File: config.mk
export PLATFORM = sky130hd
export DESIGN_NAME = fpga_robots_game_tick
export DESIGN_NICKNAME = d
export VERILOG_FILES = /design/src/rtl/fpga_robots_game_tick_pkg.sv /design/src/rtl/fpga_robots_game_tick_chan.sv /design/src/rtl/fpga_robots_game_tick.sv
export SDC_FILE = /design/constraint.sdc
export NUM_CORES = 1
export LEC_CHECK = 0
export CAP_MARGIN = 20
export CORE_MARGIN = 5
export CORE_UTILIZATION = 38
export DETAILED_ROUTE_END_ITERATION = 6
export GPL_TIMING_DRIVEN = 0
export SLEW_MARGIN = 25
export SYNTH_ARGS = -nofsm -noshare
export SYNTH_HDL_FRONTEND = slang
export SYNTH_SLANG_ARGS = --single-unit
File: constraint.sdc
create_clock -name clk -period 19.4 [get_ports clk]
set_input_delay 3.88 -clock clk [delete_from_list [all_inputs] [get_ports clk]]
set_output_delay 3.88 -clock clk [all_outputs]
set_load 0.05 [all_outputs]
File: src/rtl/fpga_robots_game_tick_pkg.sv
// Shared constants and helpers for the multi-channel timing-strobe generator.
// Latency: n/a (package only).
// Backpressure: n/a (package only).
package fpga_robots_game_tick_pkg;

    // Register select values on cfg_sel.
    localparam logic CFG_SEL_STEP = 1'b0;
    localparam logic CFG_SEL_DIV  = 1'b1;

    // 115200 baud from a 65 MHz clock with a 19-bit accumulator:
    // 65e6 * 929 / 2^19 ~= 115.17 kHz.
    localparam logic [18:0] BAUD115200_STEP_65M = 19'd929;

    // Default step for the animation channel.
    localparam logic [19:0] ANIM_STEP = 20'd5;

    // Ceiling log2, usable in constant expressions (e.g. the channel-select width).
    function automatic int clog2(input int n);
        int r;
        int v;
        r = 0;
        v = n - 1;
        while (v > 0) begin
            r = r + 1;
            v = v >> 1;
        end
        return r;
    endfunction

endpackage

File: src/rtl/fpga_robots_game_tick_chan.sv
// One timing-strobe channel: NCO carry strobe, sub-tap strobe, divide-by-N strobe + toggle.
// Latency: all strobes registered, one cycle after the accumulate that produces them.
// Backpressure: none; strobes are fire-and-forget, en gates counting.
//
// Ports: clk/rst (async active-high), en_i global enable, clr_i phase clear,
//        cfg_we_i/cfg_sel_i/cfg_data_i local config write (already decoded for this channel),
//        tick_o/tick_sub_o/tick_div_o one-cycle strobes, tog_o toggles on each tick_div.
// DIV_W must not exceed ACC_W: the divisor is taken from the low bits of cfg_data_i.
module fpga_robots_game_tick_chan
    import fpga_robots_game_tick_pkg::*;
#(
    parameter int               ACC_W     = 19,
    parameter int               SUB_SH    = 3,
    parameter int               DIV_W     = 8,
    parameter logic [ACC_W-1:0] STEP_INIT = ACC_W'(929),
    parameter logic [DIV_W-1:0] DIV_INIT  = DIV_W'(6)
) (
    input  logic             clk,
    input  logic             rst,
    input  logic             en_i,
    input  logic             clr_i,
    input  logic             cfg_we_i,
    input  logic             cfg_sel_i,
    input  logic [ACC_W-1:0] cfg_data_i,
    output logic             tick_o,
    output logic             tick_sub_o,
    output logic             tick_div_o,
    output logic             tog_o
);

    logic [ACC_W-1:0] acc_q, acc_d;
    logic [ACC_W-1:0] step_q, step_d;
    logic [DIV_W-1:0] div_q, div_d;
    logic [DIV_W-1:0] divctr_q, divctr_d;
    logic             tick_q, tick_d;
    logic             tick_sub_q, tick_sub_d;
    logic             tick_div_q, tick_div_d;
    logic             tog_q, tog_d;

    logic [ACC_W:0]   nxt;
    logic             carry;
    logic             step_wr;
    logic             div_wr;

    // Extra top bit captures the accumulator carry.
    assign nxt   = {1'b0, acc_q} + {1'b0, step_q};
    assign carry = nxt[ACC_W];

    always_comb begin
        acc_d      = acc_q;
        step_d     = step_q;
        div_d      = div_q;
        divctr_d   = divctr_q;
        tog_d      = tog_q;
        tick_d     = 1'b0;
        tick_sub_d = 1'b0;
        tick_div_d = 1'b0;
        step_wr    = cfg_we_i && (cfg_sel_i == CFG_SEL_STEP);
        div_wr     = cfg_we_i && (cfg_sel_i == CFG_SEL_DIV);

        if (clr_i) begin
            // Clear beats config: any write landing on this cycle is dropped.
            acc_d    = '0;
            divctr_d = '0;
            tog_d    = 1'b0;
        end else begin
            // A new step only applies from the next accumulate; this cycle uses step_q.
            if (step_wr) begin
                step_d = cfg_data_i;
            end
            if (div_wr) begin
                div_d    = cfg_data_i[DIV_W-1:0];
                divctr_d = '0;
            end
            if (en_i) begin
                acc_d  = nxt[ACC_W-1:0];
                tick_d = carry;
                // A change of the tap bit marks one sub-period boundary.
                tick_sub_d = nxt[ACC_W-SUB_SH] ^ acc_q[ACC_W-SUB_SH];
                // Divisor write restarts the count and swallows this cycle's divide event.
                if (carry && !div_wr && (div_q != '0)) begin
                    if (divctr_q == div_q - DIV_W'(1)) begin
                        divctr_d   = '0;
                        tick_div_d = 1'b1;
                        tog_d      = ~tog_q;
                    end else begin
                        divctr_d = divctr_q + DIV_W'(1);
                    end
                end
            end
        end
    end

    always_ff @(posedge clk or posedge rst) begin
        if (rst) begin
            acc_q      <= '0;
            step_q     <= STEP_INIT;
            div_q      <= DIV_INIT;
            divctr_q   <= '0;
            tick_q     <= 1'b0;
            tick_sub_q <= 1'b0;
            tick_div_q <= 1'b0;
            tog_q      <= 1'b0;
        end else begin
            acc_q      <= acc_d;
            step_q     <= step_d;
            div_q      <= div_d;
            divctr_q   <= divctr_d;
            tick_q     <= tick_d;
            tick_sub_q <= tick_sub_d;
            tick_div_q <= tick_div_d;
            tog_q      <= tog_d;
        end
    end

    assign tick_o     = tick_q;
    assign tick_sub_o = tick_sub_q;
    assign tick_div_o = tick_div_q;
    assign tog_o      = tog_q;

endmodule

File: src/rtl/fpga_robots_game_tick.sv
// Multi-channel timing-strobe generator (baud, PS/2, animation and other timed peripherals).
// Latency: one cycle from accumulate to strobe; no combinational input-to-output paths.
// Backpressure: none; config writes accepted every cycle, out-of-range cfg_ch ignored.
//
// Ports: clk/rst (async active-high), en global enable, clr[NCH] per-channel phase clear,
//        cfg_we/cfg_ch/cfg_sel/cfg_data config write port (sel 0 = step, 1 = divisor),
//        tick/tick_sub/tick_div[NCH] one-cycle strobes, tog[NCH] divide-stage toggles.
module fpga_robots_game_tick
    import fpga_robots_game_tick_pkg::*;
#(
    parameter int                     NCH       = 4,
    parameter int                     ACC_W     = 19,
    parameter int                     SUB_SH    = 3,
    parameter int                     DIV_W     = 8,
    parameter logic [NCH*ACC_W-1:0]   STEP_INIT = {4{19'd929}},
    parameter logic [NCH*DIV_W-1:0]   DIV_INIT  = {4{8'd6}},
    localparam int                    CH_W      = (NCH > 1) ? clog2(NCH) : 1
) (
    input  logic             clk,
    input  logic             rst,
    input  logic             en,
    input  logic [NCH-1:0]   clr,
    input  logic             cfg_we,
    input  logic [CH_W-1:0]  cfg_ch,
    input  logic             cfg_sel,
    input  logic [ACC_W-1:0] cfg_data,
    output logic [NCH-1:0]   tick,
    output logic [NCH-1:0]   tick_sub,
    output logic [NCH-1:0]   tick_div,
    output logic [NCH-1:0]   tog
);

    logic [NCH-1:0] ch_we;

    for (genvar g = 0; g < NCH; g++) begin : g_ch
        // Equality decode: a cfg_ch value at or above NCH matches no channel.
        assign ch_we[g] = cfg_we && (cfg_ch == CH_W'(g));

        fpga_robots_game_tick_chan #(
            .ACC_W     (ACC_W),
            .SUB_SH    (SUB_SH),
            .DIV_W     (DIV_W),
            .STEP_INIT (STEP_INIT[g*ACC_W +: ACC_W]),
            .DIV_INIT  (DIV_INIT[g*DIV_W +: DIV_W])
        ) u_chan (
            .clk        (clk),
            .rst        (rst),
            .en_i       (en),
            .clr_i      (clr[g]),
            .cfg_we_i   (ch_we[g]),
            .cfg_sel_i  (cfg_sel),
            .cfg_data_i (cfg_data),
            .tick_o     (tick[g]),
            .tick_sub_o (tick_sub[g]),
            .tick_div_o (tick_div[g]),
            .tog_o      (tog[g])
        );
    end

endmodule

# Word level (Yosys, flattened, before mapping)

Index checks and enable logic that the tools add are counted.

Register bits: 232
Latch bits: 0
Memory bits (writable): 0
Memory bits (read-only): 0
Word-level logic and storage cells: 193
Memories: 0

Add/subtract/negate cells: 12
$mul: 0
Div/mod/pow operators: 0
$lt $le $gt $ge: 0
Equality and inequality tests: 7
Shifts and indexed selects: 0
Mux-type cells: 76
Bitwise logic cells: 13
Reduce and logical (&&, ||, !) cells: 53

Operator list:

| kind                                                               | number |
|---|---|
| 8-bit 2-to-1 mux                                                   | 20 |
| 19-bit 2-to-1 mux                                                  | 8 |
| 19-bit by 19-bit adder with 20-bit output                          | 4 |
| 1-bit 2-to-1 mux                                                   | 48 |
| 8-bit by 1-bit adder with 8-bit output, second input constant      | 4 |
| 8-bit == test                                                      | 4 |
| 8-bit nonzero test                                                 | 4 |
| 8-bit by 1-bit subtractor with 8-bit output, second input constant | 4 |
| 2-bit nonzero test                                                 | 12 |
| 1-bit logical AND                                                  | 20 |
| 2-bit AND reduction                                                | 8 |
| 3-bit AND reduction                                                | 4 |
| 1-bit NOT                                                          | 9 |
| 2-bit == test, second input constant                               | 2 |
| 1-bit zero test                                                    | 4 |
| 1-bit XOR                                                          | 4 |
| 2-bit by 1-bit == test with 1-bit output, second input constant    | 1 |
| 2-bit zero test                                                    | 1 |

# Logic depth before layout (Yosys ltp)

Gate-level depths: netlist of the first run.

Word-level depth: 9
Depth in mapped cells: 11
Gate-level depth less buffers: 11

# By module

Synthesis of the first run repeated with hierarchy kept, for this count alone.

Cell total of the unflattened synthesis: 1,473
Area total of the unflattened synthesis: 14,696.6 µm²

Modules (own cells, without submodules):

| module                                          | instances | cells an instance | area each (µm²) |
|---|---|---|---|
| fpga_robots_game_tick_chan (g_ch[0].u_chan ...) | 2         | 366               | 3,641.0 |
| fpga_robots_game_tick_chan (g_ch[2].u_chan)     | 1         | 382               | 3,752.3 |
| fpga_robots_game_tick_chan (g_ch[3].u_chan)     | 1         | 355               | 3,624.7 |
| fpga_robots_game_tick                           | 1         | 4                 | 37.5 |

# Worst setup path before layout of the first run

OpenSTA, ideal clock, no wires.

Path type: input-to-reg
Start: input port en
End: register g_ch[2].u_chan.acc_q[14]
Library setup time: 132 ps
Data arrival time: 5,424 ps
Required time: 19,268 ps
Setup slack: 13,844 ps
Cell stages on the path: 6
Buffers on the path: 4
Cells stage by stage: clkbuf_1 clkbuf_1 clkbuf_1 clkbuf_1 mux2i_1 nor2_1

Cells in the longest elaborated chain, start to end: 1

RTL lines:

| element                             | line                              | source |
|---|---|---|
| from (decl)                         | fpga_robots_game_tick.sv:21       | `input logic en,` |
| 2-bit nonzero test (no source line) | n/a                               |  |
| to (signal assigned)                | fpga_robots_game_tick_chan.sv:96  | `acc_q <= '0;` |
| to (signal assigned)                | fpga_robots_game_tick_chan.sv:105 | `acc_q <= acc_d;` |
| to (decl)                           | fpga_robots_game_tick_chan.sv:31  | `logic [ACC_W-1:0] acc_q, acc_d;` |

Every way passes these cells.
A chain may end at the register's enable or synchronous reset.

# Worst setup path after layout of the first run

Start: input port en
End: register g_ch[2].u_chan.acc_q[12]

Same word-level chain as after synthesis.

==> results.json, run 1 <==
{
  "dp_hpwl_um": 24800,
  "dr.pass1.iters": 5,
  "syn_inst": 1377,
  "synth_compound_area_frac": 0.138,
  "r2r-end": "g_ch[3].u_chan.divctr_q[7]",
  "top_layer": "met4",
  "yosys.area_share.simple": 0.158,
  "final_antenna_net_count": 0,
  "startpoint": "en",
  "synth_fa_ha_area_frac": 0.0843,
  "r2r-start": "g_ch[3].u_chan.step_q[4]",
  "grt_max_degree": 92,
  "p_comb_frac": 0.345,
  "ys_ff_latch": 232,
  "synthMuxAreaShare": 0.113,
  "io_pins": 46,
  "layout.cells.non_filler": 1939,
  "wl_met1_um": 17100,
  "async_flop_share": 1.00,
  "drt_iter0_drc": 573,
  "synth_xor_area_frac": 0.0554,
  "worstSetupPathType": "input pin to flop",
  "crit_end": "g_ch[2].u_chan.acc_q[12]",
  "grt_pass1_wl_um": 57200,
  "seqPwrFrac": 0.362,
  "cts_buffers": 27,
  "power_density_mw_per_mm2": 114,
  "portBuffers": 41,
  "cts_root_buf": "clkbuf_16",
  "fill_cells": 3486,
  "hold_violations": 0,
  "ys_warn_count": 0,
  "slew_headroom": 0.355,
  "hold_start": "g_ch[1].u_chan.acc_q[15]",
  "netSwitchingFraction": 0.337,
  "vias": 10600,
  "cp_num_buf_inv": 4,
  "grt_use_total": 0.172,
  "cp_slowest_cell": "clkbuf_1",
  "wl_met2_um": 16200,
  "cp.arrival_ns": 7.02,
  "drv_slew": 0,
  "leakage_nw": 7.16,
  "syn_avg_cell_area_sq_um": 10.2,
  "placed_cells": 1888,
  "r2r_cells": 9,
  "cts_buffer_depth": 3,
  "p_sw_mw": 0.615,
  "start_kind": "input pin",
  "worstPathCellList": "clkbuf_1 -> clkbuf_1 -> clkbuf_1 -> clkbuf_1 -> a31oi_1 -> nor2_1",
  "drv_cap": 0,
  "min_path_type": "flop to flop",
  "status": "completed",
  "rsz0062_at_grt": "no",
  "dieArea_sq_mm": 0.0408,
  "drive_gt1_frac": 0.148,
  "cts_tree": "yes",
  "pre_cts_slack_ns": 12.28,
  "gr-total-overflow": 0,
  "fp.dieW_um": 202,
  "cp_top_family": "buffers and inverters",
  "syn_to_final_growth_pct": 14.3,
  "synth_flop_cell": "dfrtp_1",
  "synth_edf_count": 0,
  "placed_area_sq_mm": 0.0151,
  "wl_per_cell_um": 18.3,
  "tns_ns": 0,
  "htree_levels": 1,
  "crit_required_ns": 19.88,
  "rows": 70,
  "syn_area_sq_mm": 0.0140,
  "ir_drop_uv": 65.0,
  "yosysSeqAreaShare": 0.417,
  "fin_area_sq_mm": 0.0160,
  "grt_pass1_vias": 10300,
  "worst_pin_slew_ns": 0.967,
  "core_area_sq_mm": 0.0365,
  "pwr-share-clk": 0.293,
  "place.gp.congestion": 0.833,
  "cts_setup_buffers": 0,
  "cpMostUsedCell": "clkbuf_1",
  "cts.sinks": 232,
  "clock_latency_ns": 0.55,
  "r2r_slack_ns": 15.94,
  "cts.clk_slew.worst_paths_ns": 0.06,
  "timing.fmax_ghz": 0.153,
  "antenna_found_initial": 2,
  "syn-num-nets": 1499,
  "wl_met3_um": 1520,
  "period_needed_ns": 6.54,
  "synth.distinct_cells": 77,
  "finalClockSkew_ns": 0.0272,
  "fin_ws_ns": 12.86,
  "critPathCaptureType": "flop",
  "setup_viol": 0,
  "slowest_delay_ns": 0.78,
  "crit_cells": 6,
  "die_y_um": 202,
  "whs_ns": 0.493,
  "drcViolationCount": 0,
  "fin_crit_sh": 0.337,
  "drt-total-wl_um": 35500,
  "initial_utilization": 0.384,
  "synth_top_family_by_area": "simple AND/OR/NAND/NOR gates",
  "cts-hold-fix-buffers": 0,
  "cts_resized": 0,
  "nets": 1571,
  "p_int_mw": 1.21,
  "viasPerCell": 5.45,
  "cp_max_fo": 10
}
[Yosys cell counts (all sizes together), types with 36 or more instances]
| library cell | number | share of area |
|---|---|---|
| ha | 88 | 0.079 |
| mux2i | 44 | 0.031 |
| o21ai | 59 | 0.021 |
| mux2 | 102 | 0.082 |
| xnor2 | 61 | 0.038 |
| nand2 | 63 | 0.017 |
| dfrtp | 204 | 0.36 |
| clkbuf | 36 | 0.0096 |
| a21oi | 72 | 0.026 |
| nor2 | 131 | 0.035 |
| nand3 | 46 | 0.016 |
| inv | 49 | 0.013 |
[per-stage QoR]
stage / power [mW] / util
2_1_floorplan: 1.16 / -
3_3_place_gp: 1.28 / 0.411
3_5_place_dp: 1.29 / 0.413
4_1_cts: 1.84 / 0.438
5_1_grt: 1.95 / 0.438
6_report: 1.82 / 0.438
[flip-flops by register name (all words and copies together) (netlist names)]
name                    count
g_ch.u_chan.acc_q          76
g_ch.u_chan.step_q         76
g_ch.u_chan.div_q          32
g_ch.u_chan.divctr_q       32
g_ch.u_chan.tick_div_o      4
g_ch.u_chan.tick_o          4
g_ch.u_chan.tick_sub_o      4
g_ch.u_chan.tog_o           4
[power by group through the flow]
| stage | Sequential (mW) | Combinational (mW) | Clock [mW] |
|---|---|---|---|
| 2_1_floorplan | 0.647 | 0.509 | 0 |
| 3_3_place_gp | 0.665 | 0.611 | 0 |
| 3_5_place_dp | 0.667 | 0.625 | 0 |
| 4_1_cts | 0.660 | 0.630 | 0.550 |
| 5_1_grt | 0.673 | 0.711 | 0.569 |
| 6_report | 0.660 | 0.629 | 0.534 |
[area by class of cell]
cell class | instances | area (sq um) | share of cell area
diodes | 1 | 2.50 | 0.000156
flip-flops and latches | 232 | 5840 | 0.365
clock buffers | 36 | 749 | 0.0468
inverters | 49 | 191 | 0.0120
clock inverters | 14 | 190 | 0.0119
multi-input cells | 1039 | 7700 | 0.481
well taps | 468 | 586 | 0.0366
plain buffers | 57 | 284 | 0.0177
repair buffers | 43 | 465 | 0.0291
[kinds of logic (layout without fill, tap and decap cells)]
logic type,after synthesis,after routing
xor+xnor,87,87
simple gates,423,423
buf+inv,106,199
other cells,0,1
flops,232,232
mux,146,146
fa+ha+maj,92,92
compound gates,291,291
[per-layer routing]
layer | vias to the layer above | track usage
li1 | 5134 | -
met1 | 5230 | 0.244
met2 | 168 | 0.279
met3 | 41 | 0.0245
met4 | 0 | 0.0400
met5 | - | 0
[cells in the final DEF (no fill, tap or decap), types with 20 or more instances in the layout]
cell	count
clkbuf_16	27
nand2_1	63
nand3_1	46
ha_1	88
inv_1	48
clkdlybuf4s50_1	41
clkbuf_1	41
nand2b_1	33
o21ai_0	59
mux2_2	102
nor2_1	130
a21o_1	25
dfrtp_1	204
nor3_1	24
dfstp_2	28
a21oi_1	72
xnor2_1	61
a31oi_1	20
mux2i_1	44
xor2_1	25
[how the worst min path moves through the flow]
stage | endpoint | slack (ns) | cells past startpoint
floorplan | g_ch[1].u_chan.acc_q[15] | 0.45 | 2
global placement | g_ch[1].u_chan.acc_q[15] | 0.47 | 2
detailed placement | g_ch[1].u_chan.acc_q[15] | 0.48 | 2
CTS | g_ch[1].u_chan.acc_q[15] | 0.50 | 2
global route | g_ch[0].u_chan.acc_q[11] | 0.51 | 2
finish | g_ch[1].u_chan.acc_q[15] | 0.49 | 2
[worst min-delay path: cells and delay by family, from the launching register on]
| family | cells | cell delay [ns] |
|---|---|---|
| flip-flops | 1 | 0.34 |
| AND/OR/NAND/NOR | 1 | 0.05 |
| AO/OA/AOI/OAI | 1 | 0.06 |
Power figures use the tool's default switching activity.
==> run 2: changes to the inputs <==
- clock period: 19.4 -> 5.7 ns (I/O delays scaled with it)
==> run 2 against run 1 <==
Effect of this change: first-iteration DRC count up 8.7%; hold slack lost 0.0030 ns; via count rose by 1.0%; die area unchanged; wire length is 1.5% higher; critical path depth decreased by 1; clock skew is 0.013 ns lower; sequential cell count stayed put; setup slack lost 11 ns; sequential share of layout area fell by 0.12 points.
==> results.json, run 2 (synthesized netlist as in run 1, its figures left out) <==
{
  "status": "completed",
  "dp_hpwl_um": 25500,
  "rows": 70,
  "cp_max_fo": 10,
  "timing.fmax_ghz": 0.271,
  "fp.dieW_um": 202,
  "drcViolationCount": 0,
  "crit_required_ns": 6.09,
  "core_area_sq_mm": 0.0365,
  "fin_crit_sh": 0.648,
  "fin_area_sq_mm": 0.0161,
  "cpMostUsedCell": "clkbuf_1",
  "grt_pass1_vias": 10800,
  "hold_start": "g_ch[1].u_chan.acc_q[15]",
  "vias": 10700,
  "num_antenna_cells": 0,
  "power_density_mw_per_mm2": 383,
  "ir_drop_uv": 218,
  "final_cell_mix": "dfrtp_1 (204), nor2_1 (130), mux2_2 (102)",
  "drt-total-wl_um": 36100,
  "placed_area_sq_mm": 0.0152,
  "period_needed_ns": 3.69,
  "worstPathCellList": "clkbuf_1 -> clkbuf_1 -> clkbuf_1 -> clkbuf_1 -> a211oi_1",
  "drv_cap": 0,
  "utilization": 0.440,
  "io_pins": 46,
  "busiest_layer": "met2",
  "fin_ws_ns": 2.01,
  "worstSetupPathType": "input pin to flop",
  "syn_to_final_growth_pct": 14.7,
  "largestRegisters": "g_ch.u_chan.acc_q x76, g_ch.u_chan.step_q x76",
  "critPathCaptureType": "flop",
  "setup_viol": 0,
  "cts_buffer_depth": 3,
  "seqPwrFrac": 0.365,
  "final_antenna_net_count": 0,
  "slew_headroom": 0.364,
  "cts.clk_slew.worst_paths_ns": 0.06,
  "cts_resized": 0,
  "min_path_type": "flop to flop",
  "gr-total-overflow": 0,
  "portBuffers": 41,
  "place.gp.congestion": 0.827,
  "p_int_mw": 4.05,
  "drv_slew": 0,
  "power_mw": 6.15,
  "htree_levels": 1,
  "pwr-share-clk": 0.284,
  "cp_slowest_cell": "clkbuf_1",
  "final_common_cell": "dfrtp_1",
  "r2r-end": "g_ch[3].u_chan.divctr_q[7]",
  "grt_use_total": 0.177,
  "nets": 1577,
  "cts_root_buf": "clkbuf_16",
  "grt_use_met2": 0.287,
  "cp.arrival_ns": 4.08,
  "viasPerCell": 5.49,
  "wl_per_cell_um": 18.5,
  "cts_setup_buffers": 0,
  "slowest_delay_ns": 0.78,
  "drt_iter0_drc": 623,
  "pre_cts_slack_ns": 1.39,
  "dieArea_sq_mm": 0.0408,
  "cts_buffers": 27,
  "start_kind": "input pin",
  "use_met3": 0.0239,
  "initial_utilization": 0.384,
  "cts.sinks": 232,
  "die_y_um": 202,
  "r2r_cells": 9,
  "cts-hold-fix-buffers": 0,
  "hold_end": "g_ch[1].u_chan.acc_q[15]",
  "grt_pass1_wl_um": 58700,
  "holdPathStages": 2,
  "rsz0062_at_grt": "no",
  "tns_ns": 0,
  "clock_latency_ns": 0.56,
  "p_comb_frac": 0.351,
  "leakage_nw": 7.19,
  "finalClockSkew_ns": 0.0140,
  "p_sw_mw": 2.10,
  "worst_pin_slew_ns": 0.955,
  "antenna_found_initial": 2,
  "dr.pass1.iters": 5,
  "r2r_slack_ns": 2.20,
  "netSwitchingFraction": 0.342,
  "gr-usage-met1": 0.250,
  "grt_max_degree": 32,
  "drive_gt1_frac": 0.150,
  "r2r-start": "g_ch[3].u_chan.step_q[4]",
  "cts_tree": "yes",
  "hold_violations": 0
}
-- run 2: power groups by stage --
stage          Clock (mW)  Sequential, mW  Combinational, mW
6_report             1.74            2.24               2.16
5_1_grt              1.86            2.29               2.43
4_1_cts              1.80            2.25               2.16
3_5_place_dp            0            2.27               2.15
3_3_place_gp            0            2.26               2.08
2_1_floorplan           0            2.20               1.73
-- run 2: worst max-delay path by stage --
stage,startpoint,end,slack [ns],cells past startpoint
detailed placement,en,g_ch[2].u_chan.acc_q[12],1.39,6
finish,en,g_ch[3].u_chan.acc_q[7],2.01,5
floorplan,rst,g_ch[0].u_chan.acc_q[0],1.55,1
global route,en,g_ch[2].u_chan.acc_q[12],1.89,6
CTS,en,g_ch[3].u_chan.acc_q[7],1.96,5
global placement,rst,g_ch[0].u_chan.tick_sub_o,-0.40,2
-- run 2: stage by stage --
stage                     cells  hold WS [ns]
final                      1944         0.490
after floorplan            1377         0.454
after detailed placement   1894         0.482
after global routing       1944         0.522
after CTS                  1944         0.496
after global placement     1886         0.474
-- run 2: layout make-up --
| class | instances | area [sq um] |
|---|---|---|
| plain buffers | 57 | 284 |
| inverters | 49 | 188 |
| clock buffers | 39 | 771 |
| clock inverters | 11 | 116 |
| multi-input cells | 1039 | 7700 |
| repair buffers | 49 | 578 |
| well taps | 468 | 586 |
| fillers | 3439 | 20500 |
| flip-flops and latches | 232 | 5840 |
-- run 2: routing by layer --
layer / share of wire / routed length, um
met4: 0.023 / 844
met3: 0.044 / 1580
met1: 0.47 / 17000
met2: 0.46 / 16600
met5: 0 / 0
-- run 2: critical path: cells and delay by family --
| kind | cells | cell delay, ns |
|---|---|---|
| AO/OA/AOI/OAI | 1 | 0.20 |
| buffers and inverters | 4 | 2.74 |
